## config.mk

```make
export PLATFORM = sky130hd
export DESIGN_NAME = muldiv_unit_flat
export DESIGN_NICKNAME = d
export VERILOG_FILES = /design/src/rtl/muldiv_if.sv /design/src/rtl/muldiv_unit.sv /design/src/flat_wrapper.sv
export SDC_FILE = /design/constraint.sdc
export NUM_CORES = 1
export LEC_CHECK = 0
export BUFFER_PORTS_ARGS = -buffer_cell sky130_fd_sc_hd__buf_2
export CAP_MARGIN = 20
export CORE_UTILIZATION = 50
export DETAILED_ROUTE_END_ITERATION = 8
export PLACE_DENSITY_LB_ADDON = 0.3
export SLEW_MARGIN = 10
export SYNTH_ARGS = -nofsm -noshare
export SYNTH_HDL_FRONTEND = slang
export SYNTH_SLANG_ARGS = --single-unit
```

## constraint.sdc

```tcl
create_clock -name clk -period 4.8 [get_ports clk]
set_clock_uncertainty 0.1 [all_clocks]
set_input_delay 0.96 -clock clk [delete_from_list [all_inputs] [get_ports clk]]
set_output_delay 0.96 -clock clk [all_outputs]
set_load 0.02 [all_outputs]
```

## src/rtl/muldiv_if.sv

```systemverilog
// Handshake and result bundle between the pipeline controller and muldiv_unit.
// The controller drives the master side, and the unit implements the slave side.
interface muldiv_if #(
  parameter int WIDTH = 32
);
  logic             start;
  logic [1:0]       op;
  logic [WIDTH-1:0] srca;
  logic [WIDTH-1:0] srcb;
  logic             mthi;
  logic             mtlo;
  logic [WIDTH-1:0] hi;
  logic [WIDTH-1:0] lo;
  logic             busy;
  logic             done;
  logic             div_by_zero;

  modport master (
    output start, op, srca, srcb, mthi, mtlo,
    input  hi, lo, busy, done, div_by_zero
  );

  modport slave (
    input  start, op, srca, srcb, mthi, mtlo,
    output hi, lo, busy, done, div_by_zero
  );
endinterface

```

## src/rtl/muldiv_unit.sv

```systemverilog
// Iterative shift-add multiplier / restoring divider that owns the HI/LO registers.
// Define MULDIV_DIV_EN to build the divider; without it, divide ops complete at once and leave HI/LO untouched.
module muldiv_unit #(
  parameter int WIDTH    = 32,
  parameter int MUL_STEP = 1
) (
  input  logic     clk,
  input  logic     reset,
  muldiv_if.slave  bus
);
  localparam int CNT_W    = $clog2(WIDTH + 1);
  localparam int MUL_ITER = WIDTH / MUL_STEP;

  typedef enum logic [1:0] {
    ST_IDLE = 2'd0,
    ST_MUL  = 2'd1,
    ST_DIV  = 2'd2,
    ST_DONE = 2'd3
  } state_t;

  state_t                 state_r;
  state_t                 state_next_s;
  logic [CNT_W-1:0]       cnt_r;
  logic [2*WIDTH-1:0]     acc_r;
  logic [WIDTH-1:0]       mcand_r;
  logic                   neg_q_r;
  logic [WIDTH-1:0]       hi_r;
  logic [WIDTH-1:0]       lo_r;
  logic                   dbz_r;
  logic                   busy_s;
  logic                   done_s;

  logic                   idle_s;
  logic                   accept_s;
  logic                   div0_s;
  logic                   last_s;
  logic                   a_neg_s;
  logic                   b_neg_s;
  logic [WIDTH-1:0]       a_mag_s;
  logic [WIDTH-1:0]       b_mag_s;
  logic [WIDTH+MUL_STEP-1:0] mul_part_s;
  logic [WIDTH+MUL_STEP-1:0] mul_sum_s;
  logic [2*WIDTH-1:0]     mul_acc_s;
  logic [2*WIDTH-1:0]     mul_res_s;

  assign idle_s   = (state_r == ST_IDLE) || (state_r == ST_DONE);
  assign accept_s = idle_s && bus.start;
  assign last_s   = (cnt_r == CNT_W'(1));
  // op[0]==0 selects the signed variants
  assign a_neg_s  = ~bus.op[0] & bus.srca[WIDTH-1];
  assign b_neg_s  = ~bus.op[0] & bus.srcb[WIDTH-1];
  assign a_mag_s  = a_neg_s ? (-bus.srca) : bus.srca;
  assign b_mag_s  = b_neg_s ? (-bus.srcb) : bus.srcb;

`ifdef MULDIV_DIV_EN
  logic                   neg_r_r;
  logic [WIDTH:0]         div_shift_s;
  logic [WIDTH:0]         div_diff_s;
  logic [2*WIDTH-1:0]     div_acc_s;
  logic [WIDTH-1:0]       quo_s;
  logic [WIDTH-1:0]       rem_s;

  assign div0_s = accept_s && bus.op[1] && (bus.srcb == '0);

  // Restoring divide step: acc holds {remainder, dividend bits still to shift in}
  always_comb begin
    div_shift_s = {acc_r[2*WIDTH-1:WIDTH], acc_r[WIDTH-1]};
    div_diff_s  = div_shift_s - {1'b0, mcand_r};
    if (div_shift_s >= {1'b0, mcand_r}) begin
      div_acc_s = {div_diff_s[WIDTH-1:0], acc_r[WIDTH-2:0], 1'b1};
    end else begin
      div_acc_s = {div_shift_s[WIDTH-1:0], acc_r[WIDTH-2:0], 1'b0};
    end
    quo_s = neg_q_r ? (-div_acc_s[WIDTH-1:0]) : div_acc_s[WIDTH-1:0];
    rem_s = neg_r_r ? (-div_acc_s[2*WIDTH-1:WIDTH]) : div_acc_s[2*WIDTH-1:WIDTH];
  end
`else
  assign div0_s = 1'b0;
`endif

  // Shift-add multiply step: retire MUL_STEP multiplier bits from the low half of acc
  always_comb begin
    mul_part_s = '0;
    for (int i = 0; i < MUL_STEP; i++) begin
      if (acc_r[i]) begin
        mul_part_s = mul_part_s + ({{MUL_STEP{1'b0}}, mcand_r} << i);
      end else begin
        mul_part_s = mul_part_s;
      end
    end
    mul_sum_s = {{MUL_STEP{1'b0}}, acc_r[2*WIDTH-1:WIDTH]} + mul_part_s;
    mul_acc_s = {mul_sum_s, acc_r[WIDTH-1:MUL_STEP]};
    mul_res_s = neg_q_r ? (-mul_acc_s) : mul_acc_s;
  end

  // FSM state register
  always_ff @(posedge clk) begin
    if (reset) begin
      state_r <= ST_IDLE;
    end else begin
      state_r <= state_next_s;
    end
  end

  // FSM next-state logic
  always_comb begin
    state_next_s = state_r;
    case (state_r)
      ST_IDLE, ST_DONE: begin
        if (!bus.start) begin
          state_next_s = ST_IDLE;
        end else if (!bus.op[1]) begin
          state_next_s = ST_MUL;
`ifdef MULDIV_DIV_EN
        end else if (!div0_s) begin
          state_next_s = ST_DIV;
`endif
        end else begin
          state_next_s = ST_DONE;
        end
      end
      ST_MUL, ST_DIV: begin
        if (last_s) begin
          state_next_s = ST_DONE;
        end else begin
          state_next_s = state_r;
        end
      end
      default: state_next_s = ST_IDLE;
    endcase
  end

  // FSM output decode
  always_comb begin
    busy_s = 1'b0;
    done_s = 1'b0;
    case (state_r)
      ST_MUL, ST_DIV: busy_s = 1'b1;
      ST_DONE:        done_s = 1'b1;
      default: begin
        busy_s = 1'b0;
        done_s = 1'b0;
      end
    endcase
  end

  // Working registers: operands are captured at start so later bus changes have no effect
  always_ff @(posedge clk) begin
    if (reset) begin
      cnt_r   <= '0;
      acc_r   <= '0;
      mcand_r <= '0;
      neg_q_r <= 1'b0;
`ifdef MULDIV_DIV_EN
      neg_r_r <= 1'b0;
`endif
    end else if (accept_s) begin
      neg_q_r <= a_neg_s ^ b_neg_s;
`ifdef MULDIV_DIV_EN
      neg_r_r <= a_neg_s;
`endif
      if (!bus.op[1]) begin
        cnt_r   <= CNT_W'(MUL_ITER);
        acc_r   <= {{WIDTH{1'b0}}, b_mag_s};
        mcand_r <= a_mag_s;
`ifdef MULDIV_DIV_EN
      end else if (!div0_s) begin
        cnt_r   <= CNT_W'(WIDTH);
        acc_r   <= {{WIDTH{1'b0}}, a_mag_s};
        mcand_r <= b_mag_s;
`endif
      end else begin
        cnt_r <= '0;
      end
    end else if (state_r == ST_MUL) begin
      acc_r <= mul_acc_s;
      cnt_r <= cnt_r - CNT_W'(1);
`ifdef MULDIV_DIV_EN
    end else if (state_r == ST_DIV) begin
      acc_r <= div_acc_s;
      cnt_r <= cnt_r - CNT_W'(1);
`endif
    end else begin
      cnt_r <= cnt_r;
    end
  end

  // Architectural HI/LO: results, divide-by-zero fill, or mthi/mtlo when no start is present
  always_ff @(posedge clk) begin
    if (reset) begin
      hi_r <= '0;
      lo_r <= '0;
    end else if ((state_r == ST_MUL) && last_s) begin
      hi_r <= mul_res_s[2*WIDTH-1:WIDTH];
      lo_r <= mul_res_s[WIDTH-1:0];
`ifdef MULDIV_DIV_EN
    end else if ((state_r == ST_DIV) && last_s) begin
      hi_r <= rem_s;
      lo_r <= quo_s;
`endif
    end else if (div0_s) begin
      hi_r <= bus.srca;
      lo_r <= '1;
    end else if (idle_s && !bus.start) begin
      if (bus.mthi) hi_r <= bus.srca;
      if (bus.mtlo) lo_r <= bus.srca;
    end else begin
      hi_r <= hi_r;
      lo_r <= lo_r;
    end
  end

  // Divide-by-zero flag lives exactly as long as the DONE state it accompanies
  always_ff @(posedge clk) begin
    if (reset) begin
      dbz_r <= 1'b0;
    end else begin
      dbz_r <= div0_s;
    end
  end

  assign bus.hi          = hi_r;
  assign bus.lo          = lo_r;
  assign bus.busy        = busy_s;
  assign bus.done        = done_s;
  assign bus.div_by_zero = done_s & dbz_r;
endmodule

```

## src/flat_wrapper.sv

```systemverilog
// flat-port wrapper written by rule: the top's interface ports become plain ports
module muldiv_unit_flat 
#(
  parameter int WIDTH    = 32,
  parameter int MUL_STEP = 1
)
  (clk, reset, bus_start, bus_op, bus_srca, bus_srcb, bus_mthi, bus_mtlo, bus_hi, bus_lo, bus_busy, bus_done, bus_div_by_zero);
  muldiv_if #(.WIDTH(WIDTH)) bus_i ();
  input  logic clk;
  input  logic reset;
  input wire logic [$bits(bus_i.start)-1:0] bus_start;
  input wire logic [$bits(bus_i.op)-1:0] bus_op;
  input wire logic [$bits(bus_i.srca)-1:0] bus_srca;
  input wire logic [$bits(bus_i.srcb)-1:0] bus_srcb;
  input wire logic [$bits(bus_i.mthi)-1:0] bus_mthi;
  input wire logic [$bits(bus_i.mtlo)-1:0] bus_mtlo;
  output wire logic [$bits(bus_i.hi)-1:0] bus_hi;
  output wire logic [$bits(bus_i.lo)-1:0] bus_lo;
  output wire logic [$bits(bus_i.busy)-1:0] bus_busy;
  output wire logic [$bits(bus_i.done)-1:0] bus_done;
  output wire logic [$bits(bus_i.div_by_zero)-1:0] bus_div_by_zero;
  assign bus_i.start = bus_start;
  assign bus_i.op = bus_op;
  assign bus_i.srca = bus_srca;
  assign bus_i.srcb = bus_srcb;
  assign bus_i.mthi = bus_mthi;
  assign bus_i.mtlo = bus_mtlo;
  assign bus_hi = bus_i.hi;
  assign bus_lo = bus_i.lo;
  assign bus_busy = bus_i.busy;
  assign bus_done = bus_i.done;
  assign bus_div_by_zero = bus_i.div_by_zero;
  muldiv_unit #(.WIDTH(WIDTH), .MUL_STEP(MUL_STEP)) u_core (.clk(clk), .reset(reset), .bus(bus_i));
endmodule
```

# Word-level counts from Yosys, hierarchy flattened
# Cells that the tools add are included.
[totals]
wordCells = 61
regBits = 169
input_bits = 71
[op_classes]
n_reduce_logical = 16
n_addsub = 5
bitwise_logic = 5
n_eq_ne = 6
mux = 22
[op_table]
columns = ["cell", "n"]
rows = [
  ["2-to-1 mux 32 bit", 9],
  ["2-to-1 mux 64 bit", 4],
  ["negation 32 bit", 2],
  ["negation 64 bit", 1],
  ["adder 32 x 33 -> 33 bit", 1],
  ["2-to-1 mux 6 bit", 3],
  ["AND reduction 2 bit", 4],
  ["nonzero test 2 bit", 4],
  ["equality test 6 x 1 -> 1 bit (second input constant)", 1],
  ["2-to-1 mux 2 bit", 3],
  ["subtractor 6 x 1 -> 6 bit (second input constant)", 1],
  ["equality test 2 bit (second input constant)", 2],
  ["case mux 2 bit (2 select lines)", 1],
  ["OR reduction 2 bit", 2],
  ["logical AND 1 bit", 3],
  ["AND 1 bit", 2],
  ["equality test 2 x 1 -> 1 bit (second input constant)", 1],
  ["logical NOT 2 bit", 1],
  ["2-to-1 mux 1 bit", 2],
  ["inequality test 2 x 1 -> 1 bit (second input constant)", 1],
  ["inequality test 2 bit (second input constant)", 1],
  ["NOT 1 bit", 2],
  ["logical NOT 1 bit", 1],
  ["logical OR 1 bit", 1],
  ["bitwise XOR 1 bit", 1],
]

# Logic depth before layout (Yosys ltp)
[logic_depth]
word_depth = 5
ltp_mapped = 14
depth_no_buf = 12

# Least setup slack after synthesis
# No wires, ideal clock.
[synth_path]
path_type = "register to register"
startpoint = "reg u_core.acc_r[0]"
endpoint = "reg u_core.hi_r[23] (netlist: u_core.bus.hi[23])"
n_path_buf = 1
synth_period_minus_slack_ns = 4.265
path_stages_with_launch = 14
setup_time_ns = 0.091
arrival_time_ns = 4.074
required_time_ns = 4.609
path_slack_ns = 0.535
cell_sequence = "dfxtp_1 > clkbuf_1 > and2_1 > ha_1 > fa_1 > a21oi_1 > o21ai_1 > a2111oi_1 > o31ai_1 > xnor2_1 > or4_2 > nor4_4 > o21ai_1 > a311oi_1"
[synth_between]
elab_chain_len = 5
[synth_rtl]
columns = ["item", "line", "text"]
rows = [
  ["from (decl)", "muldiv_unit.sv:24", "logic [2*WIDTH-1:0] acc_r;"],
  ["from (signal assigned)", "muldiv_unit.sv:164", "acc_r <= {{WIDTH{1'b0}}, b_mag_s};"],
  ["from (signal assigned)", "muldiv_unit.sv:176", "acc_r <= mul_acc_s;"],
  ["2-to-1 mux 32 bit *", "muldiv_unit.sv:85", "if (acc_r[i]) begin"],
  ["adder 32 x 33 -> 33 bit *", "muldiv_unit.sv:91", "mul_sum_s = {{MUL_STEP{1'b0}}, acc_r[2*WIDTH-1:WIDTH]} + mul_part_s;"],
  ["negation 64 bit", "muldiv_unit.sv:93", "mul_res_s = neg_q_r ? (-mul_acc_s) : mul_acc_s;"],
  ["2-to-1 mux 64 bit *", "muldiv_unit.sv:93", ""],
  ["2-to-1 mux 32 bit *", "muldiv_unit.sv:193", "end else if ((state_r == ST_MUL) && last_s) begin"],
  ["to (signal assigned)", "muldiv_unit.sv:194", "hi_r <= mul_res_s[2*WIDTH-1:WIDTH];"],
  ["to (signal assigned)", "muldiv_unit.sv:202", "hi_r <= bus.srca;"],
  ["to (signal assigned)", "muldiv_unit.sv:205", "if (bus.mthi) hi_r <= bus.srca;"],
  ["to (decl)", "muldiv_unit.sv:27", "logic [WIDTH-1:0] hi_r;"],
]
# Every way passes the cells marked *; elsewhere a longest branch is shown, timed or not.
# A chain may end at the register's enable or synchronous reset.

# Final worst setup path
[layout_path]
startpoint = "reg u_core.acc_r[0]"
endpoint = "reg u_core.hi_r[26] (netlist: u_core.bus.hi[26])"
# Same word-level chain as after synthesis.

==> results.toml <==
[worst_setup_path]
crit_path_end_kind = "flop"
r2r_cells = 10
r2r_slack_ps = 220
worstSetupPathDepth = 10
crit_required_ps = 4980
slowest_stage = "dfxtp_1"
crit_arrival_ps = 4770
cp_common_cell = "or3_1"
startpoint = "u_core.acc_r[0]"
cp_max_fo = 16
cp.buffers_inverters = 0
cpLargestDelayFamily = "simple AND/OR/NAND/NOR gates"
startpoint_type = "flop"
r2r-end = "u_core.bus.hi[26]"
r2r-start = "u_core.acc_r[0]"
crit_end = "u_core.bus.hi[26]"
crit_type = "reg2reg"
cp_slowest_stage_delay_ps = 620
crit_chain = "and2_1 -> ha_1 -> fa_1 -> or4_1 -> or3_1 -> or3_1 -> or4_4 -> nor4_4 -> mux2i_1 -> nor3_2"

[timing]
rsz0062_at_grt = "no"
fin_tns_setup_ps = 0
period_share_pct = 95.44
max_freq_ghz = 0.2183
finalHoldViolations = 0
tightest_slew_ps = 961.7
setup_violations = 0
drv_slew = 0
max_slew_margin_pct = 35.88
fin_crit_ps = 4581

[routing]
routed_via_density = 6.211
first_iter_violations = 1034
vias = 12380
drc = 0
wl_per_cell_um = 18.61
drt_pass1_iterations = 7
wl_um = 37080
ant_nets = 0

[logic_synthesis]
yosys.area.top_type_share_pct = 28.31
synth_edf_count = 0
synth.top_cells.by_count = "nor2_1, dfxtp_1, nand2_1, clkbuf_1, o21ai_0"
async_flop_share_pct = 0
ys_ff_latch = 169
synthTopCellsByArea = "dfxtp_1, nor2_1, xnor2_1"
synth_nets = 1698
netlist_instances = 1587
ys.warnings.count = 0
synth-seq-area-share_pct = 28.31
yosysUniqueCellTypes = 78
synth_most_common_cell = "nor2_1"
synth_top_cell_by_area = "dfxtp_1"
synthFlopType = "dfxtp_1"
synth_area_per_cell_um2 = 7.530
syn-cell-area_um2 = 11950

[power_and_ir_drop]
p_leak_uw = 0.005277
p_int_uw = 3487
combPwrFrac_pct = 41.9
peakVddDrop_uv = 310.6
p_switching_uw = 2623
sequentialPowerShare_pct = 33.8
power_per_cell_area_nw_per_um2 = 452.0
p_clk_share_pct = 24.3
swShare_pct = 42.92

[layout]
final_area_um2 = 13520
fin_nets = 1771
layout-drive-gt1-share_pct = 14.94
area_delta_synth_final_pct = 13.13
fin_cells = 1993
utilization_pct = 57.60
n_fill_cell = 2185

[floorplanning]
io_pins = 138
die_w_um = 156.6
die_h_um = 156.6
start_util_pct = 50.91
num_rows = 56
die-area_um2 = 24520
core_area_um2 = 23470

[global_route]
grt_pass1_vias = 11220
grt_antenna_before_repair = 2
globalRouteTotalUtil_pct = 30.20
grt_max_degree = 91
grt_pass1_wl_um = 58660
gr-total-overflow = 0

[clock_tree]
path_clk_slew_ps = 70
cts_htree_levels = 4
cts_buffers = 17
cts_tree = "yes"
cts_root_buffer = "clkbuf_16"
clock-sinks = 169
clk_latency_ps = 450
cts_buffer_depth = 2

[placement]
io_buffer_count = 136
place_area_um2 = 12850
hpwl_um = 27190
place_inst = 1956
gp_congestion = 0.9937

[status]
status = "finished, final reports clean"

[run]
timing.max_cap.violations = 0

[worst_hold_path]
hp-class = "reg2reg"
==> layer usage <==
metal | up-vias | global-route usage, % | wire [um]
met3 | 86 | 4.431 | 2985
met2 | 539 | 48.41 | 16980
met1 | 5780 | 40.55 | 15970
met5 | - | 0 | 0
li1 | 5974 | - | -
met4 | 0 | 12.18 | 1149
==> power groups by stage <==
stage | Clock, uW | Combinational (uW) | Sequential (uW)
6_report | 1490 | 2560 | 2070
2_1_floorplan | 0 | 1750 | 2080
5_1_grt | 1550 | 2810 | 2110
4_1_cts | 1480 | 2520 | 2050
3_5_place_dp | 0 | 2500 | 2080
3_3_place_gp | 0 | 2470 | 2070
==> through the flow <==
step | hold WS [ps] | total power (uW) | setup slack, ps
final | 363.9 | 6110 | 219.0
after global routing | 375.5 | 6460 | 26.98
after CTS | 364.1 | 6058 | 170.9
after detailed placement | 355.3 | 4584 | 214.3
after global placement | 344.2 | 4543 | 317.7
after floorplan | 327.3 | 3833 | 535.3
==> state kept, by name (all words and copies together), names as in the netlist <==
name and count:
u_core.bus.hi 32, u_core.mcand_r 32, u_core.acc_r 64, u_core.neg_q_r 1, u_core.bus.lo 32, u_core.cnt_r 6, u_core.state_r 2
==> placed cells by master, fill, tap and decap left out, types with 33 or more instances in the layout <==
cell / synthesis / final
dfxtp_1: 169 / 168
xor2_1: 60 / 60
a21oi_1: 81 / 81
buf_4: 1 / 36
nor3_1: 35 / 35
xnor2_1: 73 / 73
a22oi_1: 33 / 33
a311oi_1: 56 / 56
ha_1: 39 / 39
a211oi_1: 59 / 58
nand2_1: 161 / 160
nor2_1: 211 / 208
and2_1: 44 / 44
buf_2: 2 / 135
nand3_1: 72 / 72
o21ai_0: 86 / 85
==> kinds of logic after synthesis <==
family	Yosys count	synth area share, %
and+or+nand+nor	634	25.37
AOI/OAI and AO/OA	456	26.64
DFF	169	28.31
buffers and inverters	141	4.502
xor gates and xnor gates	133	9.748
adders and majority gates	40	4.251
muxes	13	1.152
other	1	0.03138
==> final cells by class <==
| type | instances | area (um^2) | share of cell area [%] |
|---|---|---|---|
| Sequential cell | 169 | 3385 | 25.03 |
| Clock inverter | 14 | 183.9 | 1.360 |
| Inverter | 24 | 90.09 | 0.6664 |
| Tap cell | 319 | 399.1 | 2.952 |
| Timing Repair Buffer | 171 | 945.9 | 6.997 |
| Clock buffer | 18 | 429.2 | 3.174 |
| Antenna cell | 1 | 2.502 | 0.01851 |
| Multi-Input combinational cell | 1277 | 8084 | 59.80 |
==> worst min-delay path by stage <==
stage | from | to | slack [ps] | cells past startpoint
2_1_floorplan | u_core.mcand_r[17] | u_core.mcand_r[17] | 330 | 2
3_3_place_gp | u_core.mcand_r[0] | u_core.mcand_r[0] | 340 | 2
3_5_place_dp | u_core.mcand_r[0] | u_core.mcand_r[0] | 360 | 2
4_1_cts | u_core.mcand_r[0] | u_core.mcand_r[0] | 360 | 2
5_1_grt | u_core.mcand_r[0] | u_core.mcand_r[0] | 380 | 2
6_report | u_core.mcand_r[0] | u_core.mcand_r[0] | 360 | 2
==> worst min-delay path, delay by kind of cell (launching register included) <==
kind               cells  cell delay, ps
DFF                    1             310
AOI/OAI and AO/OA      1              50
and+or+nand+nor        1              50
==> what timing repair did <==
action / CTS / global route
setup endpoints to repair: 0 / 12
hold buffers: 0 / 0
resized for setup: 0 / 6
buffers inserted: 0 / 4
(Power assumes the default switching activity.)
